**src/rtl/board_pkg.sv**
```systemverilog
// Board-level widths shared by every block that touches the pins.
package board_pkg;
    localparam int KEYS_W = 3;
    localparam int LEDS_W = 2;
endpackage

```
**src/rtl/game_pkg.sv**
```systemverilog
// Round-sequencer state encoding and default timing, shared with the overlay renderer.
package game_pkg;
    typedef enum logic [2:0] {
        IDLE  = 3'd0,
        SERVE = 3'd1,
        PLAY  = 3'd2,
        PAUSE = 3'd3,
        POINT = 3'd4,
        OVER  = 3'd5
    } game_state_t;

    localparam int DEFAULT_DEBOUNCE_CYCLES = 250000;
    localparam int DEFAULT_SERVE_FRAMES    = 60;
endpackage

```
**src/rtl/key_debounce.sv**
```systemverilog
// One board key: 2-FF synchronizer, stability counter and registered press pulse.
module key_debounce
    import game_pkg::*;
#(
    parameter bit KEY_ACTIVE_LOW  = 1'b1,
    parameter int DEBOUNCE_CYCLES = DEFAULT_DEBOUNCE_CYCLES
) (
    input  logic clk_i,
    input  logic rst_n_i,
    input  logic key_i,
    output logic level_o,
    output logic press_o
);
    localparam int CNT_W = $clog2(DEBOUNCE_CYCLES + 1);
    localparam logic [CNT_W-1:0] CNT_LAST = CNT_W'(DEBOUNCE_CYCLES - 1);

    logic [1:0]       sync_q;
    logic [CNT_W-1:0] cnt_q;
    logic             level_q;
    logic             level_prev_q;
    logic             press_q;

    // NOTE: sequential state uses non-blocking assignments so every register
    // samples pre-edge values, regardless of statement order.
    always_ff @(posedge clk_i or negedge rst_n_i) begin
        if (!rst_n_i) begin
            sync_q       <= '0;
            cnt_q        <= '0;
            level_q      <= 1'b0;
            level_prev_q <= 1'b0;
            press_q      <= 1'b0;
        end else begin
            // Polarity is normalized before the synchronizer so 1 always means pressed.
            sync_q       <= {sync_q[0], key_i ^ KEY_ACTIVE_LOW};
            level_prev_q <= level_q;
            press_q      <= level_q & ~level_prev_q;
            if (sync_q[1] == level_q) begin
                cnt_q <= '0;
            end else if (cnt_q == CNT_LAST) begin
                level_q <= sync_q[1];
                cnt_q   <= '0;
            end else begin
                cnt_q <= cnt_q + 1'b1;
            end
        end
    end

    assign level_o = level_q;
    assign press_o = press_q;
endmodule

```
**src/rtl/pong_game_ctrl.sv**
```systemverilog
// Pong round sequencer: start key, serve/play/point/over flow, scores and board LEDs.
module pong_game_ctrl
    import game_pkg::*;
#(
    parameter int KEYS_W          = board_pkg::KEYS_W,
    parameter int LEDS_W          = board_pkg::LEDS_W,
    parameter bit KEY_ACTIVE_LOW  = 1'b1,
    parameter int DEBOUNCE_CYCLES = DEFAULT_DEBOUNCE_CYCLES,
    parameter int SCORE_W         = 4,
    parameter int WIN_SCORE       = 9,
    parameter int SERVE_FRAMES    = DEFAULT_SERVE_FRAMES,
    parameter int BLINK_FRAMES    = 32
) (
    input  logic               clk_i,
    input  logic               rst_n_i,
    input  logic [KEYS_W-1:0]  keys_i,
    input  logic               frame_tick_i,
    input  logic               miss_left_i,
    input  logic               miss_right_i,
    output logic               ball_run_o,
    output logic               ball_reset_o,
    output logic               serve_dir_o,
    output logic [SCORE_W-1:0] score_left_o,
    output logic [SCORE_W-1:0] score_right_o,
    output logic               winner_o,
    output logic [2:0]         state_o,
    output logic [LEDS_W-1:0]  leds_o
);
    localparam int FRAME_MAX = (SERVE_FRAMES > BLINK_FRAMES) ? SERVE_FRAMES : BLINK_FRAMES;
    localparam int FCNT_W    = $clog2(FRAME_MAX + 1);
    localparam logic [FCNT_W-1:0]  SERVE_LAST = FCNT_W'(SERVE_FRAMES - 1);
    localparam logic [FCNT_W-1:0]  BLINK_LAST = FCNT_W'(BLINK_FRAMES - 1);
    localparam logic [SCORE_W-1:0] WIN        = SCORE_W'(WIN_SCORE);

    game_state_t        state_q, state_d;
    logic [SCORE_W-1:0] score_left_q, score_left_d;
    logic [SCORE_W-1:0] score_right_q, score_right_d;
    logic               serve_dir_q, serve_dir_d;
    logic               winner_q, winner_d;
    logic               ball_run_q, ball_reset_q, blink_q;
    logic [FCNT_W-1:0]  frame_cnt_q;
    logic               start_pulse;
    logic               key_level;
    logic               unused_bits;

    key_debounce #(
        .KEY_ACTIVE_LOW  (KEY_ACTIVE_LOW),
        .DEBOUNCE_CYCLES (DEBOUNCE_CYCLES)
    ) u_start_key (
        .clk_i   (clk_i),
        .rst_n_i (rst_n_i),
        .key_i   (keys_i[0]),
        .level_o (key_level),
        .press_o (start_pulse)
    );

    // Only key 0 drives this block; the other keys belong to the paddle logic.
    assign unused_bits = ^{keys_i[KEYS_W-1:1], key_level};

    // NOTE: every variable gets its hold value first, so no path through the
    // case can leave one unassigned and infer a latch.
    always_comb begin
        state_d       = state_q;
        score_left_d  = score_left_q;
        score_right_d = score_right_q;
        serve_dir_d   = serve_dir_q;
        winner_d      = winner_q;
        unique case (state_q)
            IDLE: begin
                score_left_d  = '0;
                score_right_d = '0;
                winner_d      = 1'b0;
                if (start_pulse) state_d = SERVE;
            end
            SERVE: begin
                if (frame_tick_i && frame_cnt_q == SERVE_LAST) state_d = PLAY;
            end
            PLAY: begin
                // A miss always beats a coincident start; a double miss scores nobody.
                if (miss_left_i && miss_right_i) begin
                    state_d = POINT;
                end else if (miss_right_i) begin
                    score_left_d = score_left_q + 1'b1;
                    serve_dir_d  = 1'b1;
                    state_d      = POINT;
                end else if (miss_left_i) begin
                    score_right_d = score_right_q + 1'b1;
                    serve_dir_d   = 1'b0;
                    state_d       = POINT;
                end else if (start_pulse) begin
                    state_d = PAUSE;
                end
            end
            PAUSE: begin
                if (start_pulse) state_d = PLAY;
            end
            POINT: begin
                if (frame_tick_i) begin
                    if (score_left_q == WIN) begin
                        winner_d = 1'b0;
                        state_d  = OVER;
                    end else if (score_right_q == WIN) begin
                        winner_d = 1'b1;
                        state_d  = OVER;
                    end else begin
                        state_d = SERVE;
                    end
                end
            end
            OVER: begin
                if (start_pulse) begin
                    score_left_d  = '0;
                    score_right_d = '0;
                    winner_d      = 1'b0;
                    state_d       = IDLE;
                end
            end
            default: state_d = IDLE;
        endcase
    end

    always_ff @(posedge clk_i or negedge rst_n_i) begin
        if (!rst_n_i) begin
            state_q       <= IDLE;
            score_left_q  <= '0;
            score_right_q <= '0;
            serve_dir_q   <= 1'b1;
            winner_q      <= 1'b0;
            ball_run_q    <= 1'b0;
            ball_reset_q  <= 1'b0;
            frame_cnt_q   <= '0;
            blink_q       <= 1'b0;
        end else begin
            state_q       <= state_d;
            score_left_q  <= score_left_d;
            score_right_q <= score_right_d;
            serve_dir_q   <= serve_dir_d;
            winner_q      <= winner_d;
            // Registered from the next state so outputs line up with state_o.
            ball_run_q    <= (state_d == PLAY);
            ball_reset_q  <= (state_d == SERVE) && (state_q != SERVE);
            if (state_d != state_q) begin
                frame_cnt_q <= '0;
                blink_q     <= 1'b0;
            end else if (frame_tick_i) begin
                if (state_q == SERVE) begin
                    frame_cnt_q <= frame_cnt_q + 1'b1;
                end else if (state_q == OVER) begin
                    if (frame_cnt_q == BLINK_LAST) begin
                        frame_cnt_q <= '0;
                        blink_q     <= ~blink_q;
                    end else begin
                        frame_cnt_q <= frame_cnt_q + 1'b1;
                    end
                end
            end
        end
    end

    always_comb begin
        leds_o    = '0;
        leds_o[0] = ball_run_q;
        leds_o[1] = blink_q;
    end

    assign ball_run_o    = ball_run_q;
    assign ball_reset_o  = ball_reset_q;
    assign serve_dir_o   = serve_dir_q;
    assign score_left_o  = score_left_q;
    assign score_right_o = score_right_q;
    assign winner_o      = winner_q;
    assign state_o       = state_q;
endmodule

```
**config.mk**
```make
export PLATFORM = sky130hd
export DESIGN_NAME = pong_game_ctrl
export DESIGN_NICKNAME = d
export VERILOG_FILES = /design/src/rtl/board_pkg.sv /design/src/rtl/game_pkg.sv /design/src/rtl/key_debounce.sv /design/src/rtl/pong_game_ctrl.sv
export SDC_FILE = /design/constraint.sdc
export NUM_CORES = 1
export LEC_CHECK = 0
export CORE_UTILIZATION = 51
export DETAILED_ROUTE_END_ITERATION = 12
export PLACE_DENSITY = 0.84
export SLEW_MARGIN = 5
export SYNTH_ARGS = -nofsm -noshare
export SYNTH_HDL_FRONTEND = slang
export SYNTH_SLANG_ARGS = --single-unit
```
**constraint.sdc**
```tcl
create_clock -name clk_i -period 1.7 [get_ports clk_i]
set_clock_uncertainty 0.05 [all_clocks]
set_input_delay 0.34 -clock clk_i [delete_from_list [all_inputs] [get_ports clk_i]]
set_output_delay 0.34 -clock clk_i [all_outputs]
set_load 0.005 [all_outputs]
```
==> metrics.txt <==
drt drc=0; Clk pwr share=24.8%; Post-synth EDFFs=0; CP Cell Sequence=buf_4, or3b_4, a31oi_4, a211oi_4, buf_6, a211oi_1; MaxCap Viol Count=0; clock sink total=45; Startpoint Class=flip-flop; Leak Pwr=1.75 nW; Worst-path clk slew=0.09 ns; GP Congestion=0.918; Die W=72.0 µm; WHS Path Cells=0; failing checks=setup timing; multi-input logic area=1590 µm²; worst path bufs/invs=2; crit path DAT=1.92 ns; CP top delay family=compound AO/OA/AOI/OAI gates; Net Sw Power=1.08 mW; sequential share of the synthesized area=45.1%; DR vias/cell=6.09; IO buf count=22; Die Footprint=5180 µm²; Core Area=4720 µm²; Max Freq=0.572 GHz; top_reg_cell synth=dfrtp_1; Cell variety after synth=56; share of the synthesized area in the top cell type=44.1%; initial antenna violation count=0; Mapped Area=2500 µm²; combinational power share=38.7%; grt total ovfl=0; largest net degree at the start of global routing=25; Setup CP Type=reg2reg; wire length per cell=18.6 µm; asr flop ratio synth=100%; maximum VDD drop=0.000695 V; Clk Tree Root Cell=clkbuf_8; Internal=2.17 mW; via count=2468; CTS tree=built; largest cells by area after synthesis=dfrtp_1 (44%), ha_1 (3.5%), nand3_1 (3.4%), xnor2_1 (3.2%), nor2_1 (3.0%); dominant cell type by area after synthesis=dfrtp_1; Critical Path End Type=flip-flop; first-pass GRT wire length=10.1 mm; Avg Cell Area, Syn=9.84 µm²; worst-margin pin slew=0.401 ns; RSZ-0062 raised after global routing=yes; minimum clock period=1.75 ns; critical path depth in cells=6; Diodes inserted=0; Gate Count Post-Synth=254; GRT Total Usage=25.7%; number of global-route vias before repair=2216; Fin. Hold Viols=0; Design Power=3.25 mW; # IOs=25; Placement Setup Slack=-0.434 ns; Clk Latency, worst-skew pair=0.31 ns; die height=72.0 µm; CTS buffer count=5; nets=352; Worst Path Required=1.87 ns; Critical Path Max Stage Delay=0.42 ns; H-tree Lvls=2; slowest CP cell=or3b_4; clk buf depth=2; Sequential cell area=1130 µm²; Reg2Reg Depth=6; setup ws final=-0.0496 ns; final setup fails=7; fin. max-slew vios=0; Filler Cells Inserted=285; Mapped Nets=269; flops & latches, synth=45; fin crit share=103%; number of antenna-violating nets in the routed design=0; relative slew slack=73.0%; Syn. warnings=0; Initial Util=52.9%; status=complete, but fails checks; min-delay worst type=reg2reg; area delta synth->final=48.0%; final wirelength=7.52 mm; hpwl dp=4.03 mm; switch share=33.3%; initial DRC count=251; Core Rows=25; Crit Path Max Fanout=7; setup tns final=-0.228 ns; router iterations before antenna repair=5; Cell Pwr Density=880 nW/µm²; Seq pwr share=36.5%; share of cells above drive strength 1=37.6%
registers in the layout, summed over array words and instances (netlist names), 2 cells and up:
name                cells
frame_cnt_q             6
score_left_o            4
score_right_o           4
state_o                 3
u_start_key.cnt_q      18
u_start_key.sync_q      2
cell families after synthesis:
group | count (synthesis) | share of synthesized area, %
simple gates | 108 | 24.4
mux | 4 | 1.70
fa+ha+maj | 7 | 3.51
xor+xnor | 16 | 5.61
compound gates | 53 | 15.6
buf+inv | 21 | 4.06
flops | 45 | 45.1
worst paths after layout:
| path | startpoint | to | slack (ns) |
|---|---|---|---|
| worst max-delay path | state_o[1] | frame_cnt_q[3] | -0.05 |
| worst min-delay path | u_start_key.sync_q[0] | u_start_key.sync_q[1] | 0.31 |
| worst max register to register | state_o[1] | frame_cnt_q[3] | -0.05 |
| worst min register to register | u_start_key.sync_q[0] | u_start_key.sync_q[1] | 0.31 |
| max in group asynchronous | rst_n_i | serve_dir_o | 0.78 |
| min in group asynchronous | rst_n_i | frame_cnt_q[1] | 0.50 |
layer usage:
| layer | share of wire, % | GRT usage [%] | vias up |
|---|---|---|---|
| met4 | 4.8 | 9.15 | 0 |
| met3 | 5.8 | 5.42 | 44 |
| met1 | 38 | 31.8 | 1201 |
| li1 | - | - | 1093 |
| met5 | 0 | 0 | - |
| met2 | 51 | 44.5 | 130 |
Yosys cell counts (2+ instances only):
library cell  number
a211oi_1           6
a21boi_0           2
a21o_1             2
a21oi_1            9
a221oi_1           3
a31oi_1            2
and2_1             3
and3_1             2
buf_2              4
buf_4              4
dfrtp_1           44
ha_1               7
inv_1             10
mux2_2             2
mux2i_1            2
nand2_1           19
nand3_1           17
nand3b_1           2
nand4_1            4
nand4_2            2
nor2_1            20
nor2b_1            8
nor3_1             4
nor4_1             5
o211ai_1           4
o21ai_0            7
o22ai_1            2
o31ai_1            5
o41ai_1            3
or3_1              4
or4_1              7
xnor2_1            9
xor2_1             7
layout make-up:
type / instances / area share [%]
Clock buffer: 6 / 1.96
Clock inverter: 2 / 0.947
Inverter: 11 / 1.15
Multi-Input combinational cell: 188 / 42.9
Sequential cell: 45 / 30.5
Tap cell: 67 / 2.27
Timing Repair Buffer: 86 / 20.2
placed cells by master, fill, tap and decap left out, types with 4 or more instances in the layout:
| master | n |
|---|---|
| nand3_1 | 16 |
| dfrtp_1 | 42 |
| nand2_1 | 18 |
| o21ai_0 | 5 |
| clkbuf_8 | 5 |
| nor2_1 | 20 |
| inv_1 | 10 |
| xnor2_1 | 9 |
| a21oi_1 | 6 |
| clkdlybuf4s50_1 | 10 |
| nor2b_1 | 4 |
| or4_1 | 7 |
| a211oi_2 | 4 |
| buf_6 | 8 |
| o211ai_1 | 4 |
| ha_1 | 4 |
| dlymetal6s2s_1 | 9 |
| nand4_1 | 4 |
| xor2_1 | 7 |
| buf_4 | 55 |
repair_timing:
item                                    CTS  global route
resized for setup                        16            67
hold endpoints to repair                 44             0
hold buffers                              1             0
endpoints found under the setup margin   19            45
pin swaps                                 0            13
buffers inserted                          7             9
power by group through the flow:
stage	sequential (mW)	clock [mW]	combinational [mW]
global placement	1.19	0	0.816
global route	1.19	0.854	1.32
floorplan	1.22	0	0.430
detailed placement	1.20	0	0.842
finish	1.19	0.807	1.26
CTS	1.18	0.801	0.957
stage by stage:
step	util, %	instances	hold WS [ns]	area, µm²
2_1_floorplan	-	254	-0.00559	2500
3_3_place_gp	65.7	381	0.280	3100
3_5_place_dp	65.7	381	0.290	3100
4_1_cts	70.6	397	0.308	3340
5_1_grt	78.3	405	0.321	3700
6_report	78.3	405	0.307	3700
Power figures use the tool's default switching activity.
